File: src/rtl/sdram_arbiter.sv
// Round-robin arbiter sharing one SDRAM controller user port.
// One transaction at a time: grant, hold until done, one idle cycle.
module sdram_arbiter #(
  parameter int NUM_REQUESTERS = 4,
  parameter int ADDRESS_WIDTH  = 22,
  parameter int DATA_WIDTH     = 16,
  parameter int ID_WIDTH       = $clog2(NUM_REQUESTERS)
) (
  input  logic                                clk,
  input  logic                                reset_n,
  input  logic [2*NUM_REQUESTERS-1:0]         req_command,
  input  logic [ADDRESS_WIDTH*NUM_REQUESTERS-1:0] req_address,
  input  logic [DATA_WIDTH*NUM_REQUESTERS-1:0]    req_write_data,
  output logic [NUM_REQUESTERS-1:0]           req_ack,
  output logic [DATA_WIDTH-1:0]               req_read_data,
  output logic                                grant_valid,
  output logic [ID_WIDTH-1:0]                 grant_id,
  output logic [1:0]                          ctrl_command,
  output logic [ADDRESS_WIDTH-1:0]            ctrl_address,
  output logic [DATA_WIDTH-1:0]               ctrl_write_data,
  input  logic [DATA_WIDTH-1:0]               ctrl_read_data,
  input  logic                                ctrl_read_valid,
  input  logic                                ctrl_write_done
);

  localparam int N = NUM_REQUESTERS;

  typedef enum logic [1:0] {
    IDLE,
    BUSY,
    RELEASE
  } state_t;

  state_t              state;
  logic [ID_WIDTH-1:0] ptr;
  logic [ID_WIDTH-1:0] win;
  logic [ID_WIDTH-1:0] win_next;
  logic                found;
  logic                done;
  logic [N-1:0]        pend;
  logic [N-1:0]        ack_mask;
  logic [1:0]          win_cmd;

  always_comb begin
    pend = '0;
    for (int i = 0; i < N; i++) begin
      pend[i] = (req_command[2*i +: 2] == 2'd1) ||
                (req_command[2*i +: 2] == 2'd2);
    end
  end

  // first pending client at or above the pointer, wrapping
  always_comb begin
    found = 1'b0;
    win   = '0;
    for (int k = 0; k < N; k++) begin
      logic [ID_WIDTH-1:0] jj;
      int j;
      j = int'(ptr) + k;
      if (j >= N) j = j - N;
      jj = ID_WIDTH'(j);
      if (!found && pend[jj]) begin
        found = 1'b1;
        win   = jj;
      end
    end
  end

  assign win_next = (win == ID_WIDTH'(N - 1)) ? '0 : win + 1'b1;
  assign win_cmd  = req_command[2*win +: 2];
  assign ack_mask = {{(N-1){1'b0}}, 1'b1} << grant_id;

  assign done = ((ctrl_command == 2'd1) && ctrl_write_done) ||
                ((ctrl_command == 2'd2) && ctrl_read_valid);

  always_ff @(posedge clk or negedge reset_n) begin
    if (!reset_n) begin
      state           <= IDLE;
      ptr             <= '0;
      req_ack         <= '0;
      req_read_data   <= '0;
      grant_valid     <= 1'b0;
      grant_id        <= '0;
      ctrl_command    <= 2'd0;
      ctrl_address    <= '0;
      ctrl_write_data <= '0;
    end else begin
      unique case (state)
        IDLE: begin
          if (found) begin
            ctrl_command    <= win_cmd;
            ctrl_address    <= req_address[ADDRESS_WIDTH*win +: ADDRESS_WIDTH];
            ctrl_write_data <= req_write_data[DATA_WIDTH*win +: DATA_WIDTH];
            grant_id        <= win;
            grant_valid     <= 1'b1;
            ptr             <= win_next;
            state           <= BUSY;
          end
        end
        BUSY: begin
          if (done) begin
            ctrl_command <= 2'd0;
            req_ack      <= ack_mask;
            if (ctrl_command == 2'd2) req_read_data <= ctrl_read_data;
            state        <= RELEASE;
          end
        end
        RELEASE: begin
          req_ack     <= '0;
          grant_valid <= 1'b0;
          state       <= IDLE;
        end
        default: state <= IDLE;
      endcase
    end
  end

endmodule

File: config.mk
export PLATFORM = sky130hd
export DESIGN_NAME = sdram_arbiter
export DESIGN_NICKNAME = d
export VERILOG_FILES = /design/src/rtl/sdram_arbiter.sv
export SDC_FILE = /design/constraint.sdc
export NUM_CORES = 1
export LEC_CHECK = 0
export ABC_AREA = 1
export CORE_UTILIZATION = 41
export CTS_BUF_LIST = sky130_fd_sc_hd__clkbuf_2 sky130_fd_sc_hd__clkbuf_4 sky130_fd_sc_hd__clkbuf_8
export CTS_CLUSTER_SIZE = 8
export DETAILED_ROUTE_END_ITERATION = 8
export PLACE_DENSITY = 0.94
export SLEW_MARGIN = 20
export SYNTH_ARGS = -nofsm -noshare
export SYNTH_HDL_FRONTEND = slang
export SYNTH_SLANG_ARGS = --single-unit
File: constraint.sdc
create_clock -name clk -period 2.6 [get_ports clk]
set_input_delay 0.52 -clock clk [delete_from_list [all_inputs] [get_ports clk]]
set_output_delay 0.52 -clock clk [all_outputs]
set_load 0.005 [all_outputs]
Word level (Yosys, flattened, before mapping)

Index checks and enable logic that the tools add are counted.

Order comparisons: 8
Muxes and demuxes: 31
Multipliers: 1
$add $sub $neg: 8
Equality and inequality tests: 15
Shift-type cells: 4
Reduce and logical (&&, ||, !) cells: 23

Operators by type and width:

| operator                                                  | number |
|---|---|
| variable part select 88 x 8 -> 22 bit                     | 1 |
| variable part select 64 x 7 -> 16 bit                     | 1 |
| two-way mux 2 bit                                         | 13 |
| equality test 2 bit (second input constant)               | 7 |
| equality test 2 x 1 -> 1 bit (second input constant)      | 6 |
| < comparator 2 x 3 -> 1 bit (second input constant)       | 4 |
| greater-or-equal comparator 3 bit (second input constant) | 3 |
| two-way mux 1 bit                                         | 9 |
| binary-select mux 1 bit (select 2 bit)                    | 4 |
| case mux 2 bit (2 select lines)                           | 2 |
| case mux 4 bit (2 select lines)                           | 1 |
| AND reduction 2 bit                                       | 4 |
| variable part select 8 x 4 -> 2 bit                       | 1 |
| subtractor 2 x 1 -> 2 bit (second input constant)         | 4 |
| adder 2 x 2 -> 3 bit (second input constant)              | 2 |
| multiplier 4 x 2 -> 6 bit (first input constant)          | 1 |
| AND reduction 3 bit                                       | 2 |
| nonzero test 2 bit                                        | 3 |
| logical AND 1 bit                                         | 5 |
| logical OR 1 bit                                          | 5 |
| two-way mux 4 bit                                         | 1 |
| inequality test 2 bit (second input constant)             | 2 |
| left shift 1 x 2 -> 4 bit (first input constant)          | 1 |
| adder 2 x 1 -> 3 bit (second input constant)              | 1 |
| 5 further kinds                                           | 7 |

Logic and storage cells: 99
Input port bits: 180
Output and inout bits: 63
Register bits after elaboration: 67

Longest topological paths before layout

Depth in word-level cells: 17
Depth in mapped cells: 17
Gate-level depth less buffers: 16

Worst setup path before layout

No wires, ideal clock.

Kind: flip-flop to flip-flop
Start point: reg ptr[0]
End point: reg ctrl_address[0]
Clock period less this slack: 1.897 ns
Path slack: 0.703 ns
Arrival: 1.769 ns
Cell stages (with the launch flop): 14
Library setup time: 0.128 ns
Required time: 2.472 ns
Buffers on the path: 2
Cells stage by stage: dfrtp_1 buf_6 xnor2_1 nand3_1 nand2_1 nand2_1 nand2_1 nor2_2 nand2_4 nand2_4 buf_2 or2_1 nand3_1 nand3_1

Word-level cells in the longest chain between the ends: 16
Elaborated cells on any way between the ends: 40
Those cells by class: add/sub: 7; mul: 1; order compare: 4; shift: 1; mux: 20; reduce/logical: 7

RTL lines:

| element                                                                       | RTL line | RTL |
|---|---|---|
| start, declared                                                               | 35       | `logic [ID_WIDTH-1:0] ptr;` |
| start signal, assigned                                                        | 96       | `ptr <= win_next;` |
| parallel branches: the longest is 16 deep, another holds adder 2 x 1 -> 3 bit | --       |  |
| end signal, assigned                                                          | 92       | `ctrl_address <= req_address[ADDRESS_WIDTH*win +: ADDRESS_WIDTH];` |
| end, declared                                                                 | 19       | `output logic [ADDRESS_WIDTH-1:0] ctrl_address,` |

Parallel ways; which one is timed is not known. The select of a mux whose other input is x is not followed.
A chain may end at the register's enable or synchronous reset.

Worst setup path in the final report

Start point: in req_command[1]
End point: reg ctrl_address[10]

Word-level cells in the longest chain between the ends: 16
Elaborated cells on any way between the ends: 28
Those cells by class: mul: 1; eq/ne: 2; shift: 1; mux: 16; reduce/logical: 8

RTL lines:

| element                                                             | RTL line | RTL |
|---|---|---|
| start, declared                                                     | 11       | `input logic [2*NUM_REQUESTERS-1:0] req_command,` |
| equality test 2 x 1 -> 1 bit or equality test 2 bit (tied branches) | 47, 48   |  |
| logical OR 1 bit (*)                                                | 47       | `pend[i] = (req_command[2*i +: 2] == 2'd1) \|\|` |
| binary-select mux 1 bit (select 2 bit)                              | 62       | `if (!found && pend[jj]) begin` |
| two-way mux 1 bit (not written as such)                             | 62       |  |
| two-way mux 1 bit                                                   | 62       |  |
| zero test 1 bit                                                     | 62       |  |
| logical AND 1 bit                                                   | 62       |  |
| two-way mux 1 bit                                                   | 62       |  |
| zero test 1 bit                                                     | 62       |  |
| logical AND 1 bit                                                   | 62       |  |
| two-way mux 1 bit                                                   | 62       |  |
| zero test 1 bit                                                     | 62       |  |
| logical AND 1 bit                                                   | 62       |  |
| two-way mux 2 bit                                                   | 62       |  |
| multiplier 4 x 2 -> 6 bit                                           | 92       |  |
| variable part select 88 x 8 -> 22 bit                               | 92       |  |

Mark *: on every way between the ends. The rest lies on a longest branch, timed or not. The select of a mux whose other input is x is not followed.

==> impl_metrics.json <==
{
  "cts_tree": "yes",
  "wl_um": 14800,
  "critical_path_required_ns": 2.88,
  "grt_pass1_wl_um": 23700,
  "hold_class": "reg2reg",
  "synth_async_sr_flop_share_pct": 100,
  "fillers": 876,
  "outcome": "finished clean",
  "root_buffer": "clkbuf_8",
  "first_iter_violations": 254,
  "period_needed_ns": 2.34,
  "setup_violations": 0,
  "cts.clk_slew.worst_paths_ns": 0.08,
  "die_h_um": 109,
  "fin_worst_skew_ns": 0.0101,
  "reg2regPathDepth": 13,
  "final_core_util_pct": 68.9,
  "power.share.clock_pct": 35.5,
  "crit_type": "in2reg",
  "grt_max_degree": 43,
  "dr.pass1.iters": 5,
  "cp_slowest_stage_delay_ns": 0.53,
  "crit_slowest_cell": "clkdlybuf4s50_1",
  "synth-seq-cells": 67,
  "io_buffers": 242,
  "fin_hold_ws_ns": 0.492,
  "crit_path_frequent_cell": "nand2_1",
  "critPathCapture": "ctrl_address[10]",
  "setup_ws_ns": 0.257,
  "grt_pass1_vias": 5169,
  "max_cap_violations": 0,
  "switching_power_mw": 0.753,
  "hp-start": "ctrl_address[11]",
  "antenna_found_initial": 0,
  "clock_sinks": 67,
  "synth_top_cell_area_share_pct": 35.9,
  "core_um2": 11000,
  "synth_cells": 681,
  "intPower_mw": 1.87,
  "reg2reg_slack_ns": 0.37,
  "ir_drop_mv": 0.276,
  "numCtsBuffers": 9,
  "drt-wirelength-per-cell_um": 13.8,
  "cts_buffer_depth": 2,
  "syn_area_um2": 4680,
  "avgSynthCellArea_um2": 6.87,
  "clock.fmax_ghz": 0.427,
  "clk_latency_ns": 0.35,
  "cp-end-kind": "flop",
  "rsz0062_at_grt": "false",
  "start_kind": "input port",
  "vias_per_cell": 4.88,
  "cp_max_fo": 10,
  "synth_edf_count": 0,
  "antenna_cells": 0,
  "power.share.switching_pct": 28.7,
  "synth_warnings": 0,
  "grt_use_total_pct": 25.9,
  "area_growth_syn_to_layout_pct": 61.9,
  "startpoint": "req_command[1]",
  "h-tree-depth": 3,
  "grt_overflow_total": 0,
  "yosys.area.top_type": "dfrtp_1",
  "core.rowCount": 38,
  "synthDistinctLibCells": 32,
  "dp_hpwl_um": 11300,
  "drtAntennaViolNets": 0,
  "hold_viol_final": 0,
  "ys_seq_area_share_pct": 35.9,
  "arrival_ns": 2.62,
  "gp_congestion": 0.832,
  "route.detailed.drc": 0,
  "power_frac_seq_pct": 39.7,
  "reg2reg_from": "ptr[1]",
  "vias": 5224,
  "ys_top_cells_by_area": "dfrtp_1 (36%), nand2_1 (17%), nand3_1 (15%), inv_1 (11%), o211ai_2 (5.1%)",
  "die_w_um": 109,
  "dp_slack_ns": -0.145,
  "drive_gt1_share_pct": 9.67,
  "synth_ff_type": "dfrtp_1",
  "io_pins": 243,
  "start_util_pct": 42.6,
  "slew_violations": 0,
  "post-route-period-util_pct": 90.1,
  "r2r-end": "ctrl_address[10]",
  "syn_nets": 861,
  "cp_cell_sequence": "clkdlybuf4s50_1 -> nand2_1 -> nand3_1 -> nand3_1 -> nand2_1 -> buf_4 -> nand2_1 -> o21ai_1 -> nor2_4 -> inv_2 -> buf_4 -> nand3_1 -> nand2_1 -> nand2_1 -> nand2_1",
  "power.leakage_nw": 3.91,
  "powerDensity_nw_per_um2": 346,
  "post_cts_buffers": 0,
  "nets": 1106,
  "combPwrFrac_pct": 24.9,
  "die_area_um2": 11800,
  "slew_headroom_pct": 57.3,
  "tightest_slew_ns": 0.639
}
-- stage by stage --
step | TNS (ns) | area, um2 | instances | power, mW
final | 0 | 7570 | 1071 | 2.62
after global routing | 0 | 7570 | 1071 | 2.76
after CTS | 0 | 7560 | 1071 | 2.65
after detailed placement | -3.52 | 7340 | 1054 | 1.71
after global placement | -0.115 | 7340 | 1054 | 1.70
after floorplan | 0 | 4680 | 681 | 1.34
-- power by group through the flow --
stage          Sequential [mW]  Clock, mW  Combinational, mW
2_1_floorplan             1.06          0              0.275
5_1_grt                   1.04      0.995              0.723
3_5_place_dp              1.06          0              0.651
4_1_cts                   1.04      0.955              0.654
6_report                  1.04      0.930              0.652
3_3_place_gp              1.06          0              0.635
-- worst max-delay path, delay by kind of cell --
| family | cells | cell delay (ns) |
|---|---|---|
| buffers and inverters | 4 | 1.03 |
| and+or+nand+nor | 10 | 0.85 |
| AOI/OAI and AO/OA | 1 | 0.21 |
-- synth_stat cells (2+ instances only) --
library cell	count
buf_1	7
buf_2	17
buf_4	3
buf_6	5
clkbuf_1	4
dfrtp_1	67
inv_1	135
inv_2	2
mux2_2	16
nand2_1	215
nand2_4	2
nand3_1	142
nor2_1	5
o211ai_2	19
o21ai_0	5
o21ai_1	3
o22ai_1	2
o32ai_1	2
or2_0	8
or2_1	10
-- worst min path at each step --
stage	cells past startpoint	slack [ns]	to
final	2	0.49	ctrl_address[11]
after global routing	1	0.49	state[0]
after CTS	1	0.49	state[0]
after detailed placement	1	0.34	ctrl_address[4]
after global placement	1	0.34	ctrl_address[6]
after floorplan	0	0.22	ctrl_address[0]
-- state kept, by name (all words and copies together), names as in the netlist --
register	cells
grant_valid	1
ptr	2
req_ack	4
ctrl_address	22
state	2
grant_id	2
ctrl_command	2
req_read_data	16
ctrl_write_data	16
-- cells in the final DEF, fill, tap and decap left out, drive strengths merged --
cell type      netlist  layout
or2                 18      18
o31ai                1       1
dfrtp               67      67
xor2                 1       1
dlymetal6s2s         0       1
clkdlybuf4s50        0     240
clkbuf               4       9
o211ai              19      19
nand3              143     143
dlygate4sd3          0       1
nand2              218     218
nand3b               1       1
buf                 32      28
nand4                2       2
clkinvlp             0       1
o32ai                2       2
nor2                 8       8
bufinv               0       1
mux2                16      16
o21a                 1       1
clkinv               0       2
inv                137     140
xnor2                1       1
o21ai                8       8
o22ai                2       2
-- metal layers --
| metal | part of all wire (%) | global-route usage, % | vias up |
|---|---|---|---|
| li1 | - | - | 2596 |
| met5 | 0 | 0 | - |
| met2 | 50 | 45.1 | 221 |
| met1 | 40 | 30.1 | 2360 |
| met3 | 6.7 | 4.96 | 47 |
| met4 | 3.8 | 13.2 | 0 |
-- area by class of cell --
type / count / area, um2 / share of cell area (%)
clock buffer: 9 / 124 / 1.64
clock inverter: 7 / 83.8 / 1.11
inverter: 137 / 517 / 6.82
multi-input combinational: 441 / 2290 / 30.2
sequential: 67 / 1680 / 22.1
tap: 140 / 175 / 2.31
timing repair buffer: 270 / 2710 / 35.8
-- cells by family after synthesis --
group | Yosys count | synth area share [%]
AO/OA/AOI/OAI | 33 | 6.90
XOR/XNOR | 2 | 0.535
buffers and inverters | 173 | 15.4
flip-flops | 67 | 35.9
multiplexers | 16 | 3.85
AND/OR/NAND/NOR | 390 | 37.5
-- timing repair --
action / in CTS / in global routing
endpoints found under the hold margin: 4 / 0
hold buffers: 1 / 0
setup endpoints to repair: 0 / 16
gates resized for setup: 0 / 4
No activity file was read; power rests on OpenSTA's default activity.
